## config.mk

```make
export PLATFORM = sky130hd
export DESIGN_NAME = spike_aer_encoder
export DESIGN_NICKNAME = d
export VERILOG_FILES = /design/src/rtl/snn_pkg.sv /design/src/rtl/aer_fifo.sv /design/src/rtl/spike_aer_encoder.sv
export SDC_FILE = /design/constraint.sdc
export NUM_CORES = 1
export LEC_CHECK = 0
export ABC_AREA = 1
export CAP_MARGIN = 20
export CORE_ASPECT_RATIO = 1.4
export CORE_MARGIN = 8
export CORE_UTILIZATION = 30
export DETAILED_ROUTE_END_ITERATION = 8
export PLACE_DENSITY = 0.45
export SYNTH_ARGS = -nofsm -noshare
export SYNTH_HDL_FRONTEND = slang
export SYNTH_SLANG_ARGS = --single-unit
```

## constraint.sdc

```tcl
create_clock -name clk -period 1.94 [get_ports clk]
set_input_delay 0.291 -clock clk [delete_from_list [all_inputs] [get_ports clk]]
set_output_delay 0.291 -clock clk [all_outputs]
set_load 0.005 [all_outputs]
```

## src/rtl/snn_pkg.sv

```systemverilog
// ----------------------------------------------------------------------------
// snn_pkg
// Shared definitions for the spiking-neuron datapath (lif array, AER encoder,
// top level): default widths/depths, address-width helper and the default
// AER event word layout.
// ----------------------------------------------------------------------------
package snn_pkg;

    localparam int unsigned N_NEURONS_DEF  = 4;
    localparam int unsigned TS_W_DEF       = 4;
    localparam int unsigned FIFO_DEPTH_DEF = 8;

    // Address width for n neurons; never below one bit so a single neuron
    // still gets a real address field.
    function automatic int unsigned addr_w(input int unsigned n);
        return (n < 2) ? 1 : $clog2(n);
    endfunction

    localparam int unsigned ADDR_W_DEF = addr_w(N_NEURONS_DEF);

    // AER word at the default widths, MSBs = neuron address.
    typedef struct packed {
        logic [ADDR_W_DEF-1:0] addr;
        logic [TS_W_DEF-1:0]   ts;
    } aer_event_t;

endpackage

```

## src/rtl/aer_fifo.sv

```systemverilog
// ----------------------------------------------------------------------------
// aer_fifo
// Synchronous show-ahead FIFO with a registered head word.
//   clk      in   clock, rising edge
//   rst_n    in   asynchronous active-low reset (discards all contents)
//   i_push   in   write i_wdata (ignored when full without a pop)
//   i_wdata  in   W-bit write data
//   i_pop    in   consume the presented head word (when o_valid)
//   o_valid  out  registered: head word is presented
//   o_data   out  registered head word, stable until popped
//   o_full   out  occupancy == DEPTH
//   o_empty  out  occupancy == 0
//   o_count  out  occupancy, including the presented word
// DEPTH must be a power of two and at least 2.
// ----------------------------------------------------------------------------
module aer_fifo #(
    parameter int unsigned W     = 8,
    parameter int unsigned DEPTH = 8
) (
    input  logic                     clk,
    input  logic                     rst_n,
    input  logic                     i_push,
    input  logic [W-1:0]             i_wdata,
    input  logic                     i_pop,
    output logic                     o_valid,
    output logic [W-1:0]             o_data,
    output logic                     o_full,
    output logic                     o_empty,
    output logic [$clog2(DEPTH):0]   o_count
);

    localparam int unsigned PW = $clog2(DEPTH);
    localparam int unsigned CW = PW + 1;

    logic [W-1:0]  r_mem [DEPTH];
    logic [PW-1:0] r_wr_ptr;
    logic [PW-1:0] r_rd_ptr;
    logic [CW-1:0] r_count;
    logic          r_valid;
    logic [W-1:0]  r_data;

    logic          w_push_ok;
    logic          w_pop_ok;
    logic [PW-1:0] w_rd_next;
    logic [CW-1:0] w_count_after_pop;

    assign o_full  = (r_count == CW'(DEPTH));
    assign o_empty = (r_count == '0);
    assign o_count = r_count;
    assign o_valid = r_valid;
    assign o_data  = r_data;

    assign w_pop_ok          = i_pop && r_valid;
    assign w_push_ok         = i_push && (!o_full || w_pop_ok);
    assign w_rd_next         = r_rd_ptr + PW'(w_pop_ok);
    assign w_count_after_pop = r_count - CW'(w_pop_ok);

    always_ff @(posedge clk) begin
        if (w_push_ok) begin
            r_mem[r_wr_ptr] <= i_wdata;
        end
    end

    // The head register is refreshed from entries that were already stored
    // before this edge, so a word written now becomes visible one edge later.
    // That keeps the head a plain copy of r_mem[r_rd_ptr] whenever r_valid.
    always_ff @(posedge clk or negedge rst_n) begin
        if (!rst_n) begin
            r_wr_ptr <= '0;
            r_rd_ptr <= '0;
            r_count  <= '0;
            r_valid  <= 1'b0;
            r_data   <= '0;
        end else begin
            if (w_push_ok) begin
                r_wr_ptr <= r_wr_ptr + 1'b1;
            end
            r_rd_ptr <= w_rd_next;
            r_count  <= r_count + CW'(w_push_ok) - CW'(w_pop_ok);
            r_valid  <= (w_count_after_pop != '0);
            if (w_count_after_pop != '0) begin
                r_data <= r_mem[w_rd_next];
            end
        end
    end

endmodule

```

## src/rtl/spike_aer_encoder.sv

```systemverilog
// ----------------------------------------------------------------------------
// spike_aer_encoder
// Converts rising edges on per-neuron spike lines into AER words
// {neuron address, timestamp}, buffers them and presents them on a
// valid/ready port. Simultaneous spikes are serialised lowest index first.
//   clk         in   clock, rising edge
//   rst_n       in   asynchronous active-low reset
//   ena         in   low: timestamp frozen, no capture (queue still drains)
//   spike_in    in   spike lines, bit i = neuron i
//   aer_valid   out  event word presented
//   aer_ready   in   consumer accepts when aer_valid && aer_ready
//   aer_addr    out  neuron index of the presented event
//   aer_ts      out  timestamp of the presented event
//   fifo_count  out  FIFO occupancy
//   overflow    out  sticky, set when an event is dropped
//   drop_cnt    out  saturating count of dropped events
//                    (only with AER_DROP_COUNT_EN defined)
// ----------------------------------------------------------------------------
module spike_aer_encoder
    import snn_pkg::*;
#(
    parameter int unsigned N_NEURONS  = N_NEURONS_DEF,
    parameter int unsigned TS_W       = TS_W_DEF,
    parameter int unsigned FIFO_DEPTH = FIFO_DEPTH_DEF,
    localparam int unsigned ADDR_W    = addr_w(N_NEURONS),
    localparam int unsigned CNT_W     = $clog2(FIFO_DEPTH) + 1
) (
    input  logic                 clk,
    input  logic                 rst_n,
    input  logic                 ena,
    input  logic [N_NEURONS-1:0] spike_in,
    output logic                 aer_valid,
    input  logic                 aer_ready,
    output logic [ADDR_W-1:0]    aer_addr,
    output logic [TS_W-1:0]      aer_ts,
    output logic [CNT_W-1:0]     fifo_count,
`ifdef AER_DROP_COUNT_EN
    output logic [7:0]           drop_cnt,
`endif
    output logic                 overflow
);

    localparam int unsigned EW = ADDR_W + TS_W;

    logic [TS_W-1:0]      r_ts;
    logic [N_NEURONS-1:0] r_spike_prev;
    logic [N_NEURONS-1:0] r_pending;
    logic [TS_W-1:0]      r_pend_ts [N_NEURONS];
    logic                 r_overflow;

    logic [N_NEURONS-1:0] w_edge;
    logic [N_NEURONS-1:0] w_grant;
    logic [N_NEURONS-1:0] w_drop;
    logic                 w_push;
    logic [ADDR_W-1:0]    w_grant_addr;
    logic [TS_W-1:0]      w_grant_ts;
    logic                 w_pop;
    logic                 w_full;
    logic                 w_empty;
    logic [EW-1:0]        w_head;

    assign w_edge   = ena ? (spike_in & ~r_spike_prev) : '0;
    assign w_pop    = aer_valid && aer_ready && !w_empty;
    // A pending line that is not leaving this cycle cannot take a new event.
    assign w_drop   = w_edge & r_pending & ~w_grant;
    assign overflow = r_overflow;
    assign aer_addr = w_head[EW-1:TS_W];
    assign aer_ts   = w_head[TS_W-1:0];

    // Fixed priority: lowest set pending bit, one push per cycle, only when
    // the FIFO has room or frees a slot this cycle.
    always_comb begin
        w_grant      = '0;
        w_push       = 1'b0;
        w_grant_addr = '0;
        w_grant_ts   = '0;
        if (!w_full || w_pop) begin
            for (int unsigned i = 0; i < N_NEURONS; i++) begin
                if (r_pending[i] && !w_push) begin
                    w_push       = 1'b1;
                    w_grant[i]   = 1'b1;
                    w_grant_addr = ADDR_W'(i);
                    w_grant_ts   = r_pend_ts[i];
                end
            end
        end
    end

    always_ff @(posedge clk or negedge rst_n) begin
        if (!rst_n) begin
            r_ts         <= '0;
            r_spike_prev <= '0;
            r_pending    <= '0;
            r_overflow   <= 1'b0;
            for (int unsigned i = 0; i < N_NEURONS; i++) begin
                r_pend_ts[i] <= '0;
            end
        end else begin
            r_spike_prev <= spike_in;
            if (ena) begin
                r_ts <= r_ts + 1'b1;
            end
            r_pending <= (r_pending & ~w_grant) | w_edge;
            for (int unsigned i = 0; i < N_NEURONS; i++) begin
                if (w_edge[i] && !w_drop[i]) begin
                    r_pend_ts[i] <= r_ts;
                end
            end
            if (|w_drop) begin
                r_overflow <= 1'b1;
            end
        end
    end

`ifdef AER_DROP_COUNT_EN
    logic [7:0] r_drop_cnt;
    logic [8:0] w_drop_n;
    logic [9:0] w_drop_sum;

    always_comb begin
        w_drop_n = '0;
        for (int unsigned i = 0; i < N_NEURONS; i++) begin
            w_drop_n = w_drop_n + 9'(w_drop[i]);
        end
        w_drop_sum = {2'b00, r_drop_cnt} + {1'b0, w_drop_n};
    end

    always_ff @(posedge clk or negedge rst_n) begin
        if (!rst_n) begin
            r_drop_cnt <= '0;
        end else if (w_drop_sum > 10'd255) begin
            r_drop_cnt <= 8'hFF;
        end else begin
            r_drop_cnt <= w_drop_sum[7:0];
        end
    end

    assign drop_cnt = r_drop_cnt;
`endif

    aer_fifo #(
        .W     (EW),
        .DEPTH (FIFO_DEPTH)
    ) u_fifo (
        .clk     (clk),
        .rst_n   (rst_n),
        .i_push  (w_push),
        .i_wdata ({w_grant_addr, w_grant_ts}),
        .i_pop   (w_pop),
        .o_valid (aer_valid),
        .o_data  (w_head),
        .o_full  (w_full),
        .o_empty (w_empty),
        .o_count (fifo_count)
    );

endmodule

```

==> run summary, run 1 <==
first drt pass iteration count: 4
Die Area: 18200 µm²
Initial Util: 30.5%
largest net degree at the start of global routing: 47
drt initial violations: 76
Clk Tree Root Cell: clkbuf_16
synthesized area: 4230 µm²
core area: 13800 µm²
vias: 2990
Syn Inst Count: 415
ANT cells: 0
share of layout cells above drive strength 1: 26.7%
GRT Residual Overflow: 0
clock tree sinks: 94
Setup WS post-layout: -51.2 ps
crit end category: flop
post-DR vias/cell: 4.45
Bufs on Longest Clock Path: 2
H-tree Lvls: 3
worst-margin pin slew: 629 ps
CTS clk-pin slew, worst paths: 70 ps
Cell Rows: 51
Yosys cell types: 30
worst-path fanout max: 6
CP Class: reg -> reg
Slew Limit Fails: 0
Final ANT Viol Nets: 0
Min Hold Slack: 56.4 ps
worst vdd ir: 0.650 mV
minimum clock period after layout: 1990 ps
antenna violations before repair: 0
WP data arrival: 2270 ps
FF+latch count, synth: 94
Worst setup SP type: flop
Rel. slew slack: 58.1%
CTS Buf Count: 9
Post-synth top flop: edfxtp_1
synth-to-layout area growth: 34.1%
Tot Pwr: 11400 µW
CTS tree: done
leakage: 0.00239 µW
# port buffers: 19
yosys warns: 0
Hold WC Path Type: in -> async
Placer Congestion: 0.832
number of global-route vias before repair: 3101
gr usage total: 11.9%
cts hold-fix bufs: 0
status: complete, but fails checks
DRC Markers: 0
Synth area leader: edfxtp_1
RSZ-0062 raised after global routing: yes
Worst-Skew Late Latency: 340 ps
routed len/inst: 14.7 µm
Syn Nets: 436
max_cap viols: 0
final period utilization: 103%
first-pass GRT wire length: 16.3 mm
fmax: 0.502 GHz
PwrDens: 2020 nW/µm²
top cells by area, synth: edfxtp_1 (34%), dfrtp_1 (27%), nand2_1 (7.5%)
post-synthesis async set-or-reset flop share: 48.9%
Post-synth EDFFs: 48
Die Ht: 156 µm
register area share after synthesis: 61.4%
Synth top cells by count: nand2_1 (84), nor2_1 (67), edfxtp_1 (48), dfrtp_1 (46), nand3_1 (42)
num ports: 20
WL final: 9.87 mm
Die X: 116 µm
setup violators final: 5
Total Nets Final: 503
Detailed Place HPWL: 7.37 mm
Fin. Hold Viols: 0
Avg Inst Size Synth: 10.2 µm²
Setup Skew: 6.03 ps
Yosys top cell area share: 34.1%
violated checks: negative setup slack
CP required: 2210 ps
cell with the most instances after synthesis: nand2_1
-- state kept, by name (all words and copies together), names as in the netlist --
register	cells
overflow	1
r_pending	4
u_fifo.r_rd_ptr	3
u_fifo.o_count	4
r_spike_prev	4
u_fifo.o_data	6
r_pend_ts	16
r_ts	4
u_fifo.r_mem	48
u_fifo.o_valid	1
u_fifo.r_wr_ptr	3
-- where the power goes --
part	switching [µW]	leakage (µW)	internal, µW
combinational	3180	0.00124	2780
clock	742	0.000147	1130
sequential	468	0.000996	3130
total	4390	0.00239	7050
-- worst paths after layout --
kind	start	to	slack [ps]	depth (start not counted)
max in group asynchronous	rst_n	u_fifo.r_wr_ptr[2]$_DFFE_PN0P_	1450	2
min reg2reg	r_pend_ts[4]$_DFFE_PN0P_	r_pend_ts[4]$_DFFE_PN0P_	470	2
min	rst_n	u_fifo.r_rd_ptr[0]$_DFF_PN0_	60	2
max	u_fifo.o_count[2]$_DFF_PN0_	u_fifo.o_data[1]$_DFFE_PN0P_	-50	14
max reg2reg	u_fifo.o_count[2]$_DFF_PN0_	u_fifo.o_data[1]$_DFFE_PN0P_	-50	14
min in group clk	spike_in[0]	r_spike_prev[0]$_DFF_PN0_	410	1
-- what timing repair did --
| action | CTS | global route |
|---|---|---|
| pin swaps | 12 | 14 |
| gates resized for setup | 42 | 39 |
| setup endpoints to repair | 12 | 57 |
| gates cloned | 0 | 1 |
| buffers inserted | 5 | 3 |
-- worst max-delay path, cell delays in order (launching register included) --
cell and delay [ps]:
dfrtp_1 390, inv_2 80, ha_2 170, nand2_2 70
nand2_4 80, inv_4 50, ha_4 150, ha_4 310
inv_2 60, buf_8 150, nor2_4 100, o21ai_2 80
nand3_1 80, nand3_1 90, nand2_1 70
-- logic make-up (layout without fill, tap and decap cells) --
logic type      Yosys count  count (layout)  synth area share [%]
compound gates           35              35                  4.23
xor+xnor                  8               8                  1.84
fa+ha+maj                13              13                  4.03
buf+inv                  43             115                  4.56
flops                    94              94                  61.4
simple gates            222             222                  24.0
-- per-stage QoR --
step	cell area (µm²)	utilization [%]	setup slack [ps]	setup TNS, ps	instances
5_1_grt	5670	40.9	-154	-3500	672
3_3_place_gp	5030	36.3	-367	-9490	654
4_1_cts	5520	39.8	-43.2	-178	674
3_5_place_dp	5030	36.3	-337	-8130	654
6_report	5670	40.9	-51.2	-127	672
2_1_floorplan	4280	-	8.01	0	415
-- routing by layer --
layer | global-route usage (%) | part of all wire, % | vias to the layer above
li1 | - | - | 1502
met1 | 13.0 | 39 | 1442
met2 | 21.4 | 56 | 36
met3 | 2.74 | 2.6 | 10
met4 | 4.96 | 2.1 | 0
met5 | 0 | 0 | -
-- area by class of cell --
class,count,area (µm²)
Tap cell,185,231
Inverter,33,131
Sequential cell,94,2590
Clock inverter,6,85.1
Clock buffer,10,229
Fill cell,1358,8180
Timing Repair Buffer,66,692
Multi-Input combinational cell,278,1710
-- layout by cell type (no fill, tap or decap), types with 2 or more instances in the layout --
| cell | Yosys | layout |
|---|---|---|
| nand4_1 | 6 | 6 |
| nor2_2 | 0 | 5 |
| nand2_4 | 4 | 5 |
| ha_4 | 0 | 6 |
| inv_4 | 1 | 3 |
| or2_2 | 4 | 4 |
| ha_1 | 12 | 4 |
| nand2_2 | 10 | 9 |
| bufinv_16 | 0 | 2 |
| buf_12 | 0 | 7 |
| nand2_1 | 84 | 82 |
| o21ai_0 | 31 | 12 |
| edfxtp_1 | 48 | 48 |
| xnor2_1 | 2 | 2 |
| o21ai_1 | 1 | 15 |
| nand3_1 | 42 | 42 |
| nor2_1 | 67 | 49 |
| ha_2 | 0 | 2 |
| xor2_1 | 5 | 5 |
| nor2_4 | 2 | 15 |
| buf_8 | 0 | 3 |
| o21ai_2 | 1 | 5 |
| inv_1 | 31 | 25 |
| buf_6 | 2 | 7 |
| buf_4 | 2 | 29 |
| nand2_8 | 0 | 2 |
| clkdlybuf4s50_1 | 0 | 18 |
| dfrtp_1 | 46 | 46 |
| clkbuf_16 | 0 | 10 |
| inv_2 | 1 | 5 |
(Power assumes the default switching activity.)
==> inputs of run 2 (changes only) <==
--- a/config.mk
+++ b/config.mk
@@ -10,6 +10,7 @@
 export CORE_ASPECT_RATIO = 1.4
 export CORE_MARGIN = 8
 export CORE_UTILIZATION = 30
+export CTS_CLUSTER_DIAMETER = 100
 export DETAILED_ROUTE_END_ITERATION = 8
 export PLACE_DENSITY = 0.45
 export SYNTH_ARGS = -nofsm -noshare
==> results of run 2 <==
Same layout as run 1: the final DEF is identical, and so are final timing and power.
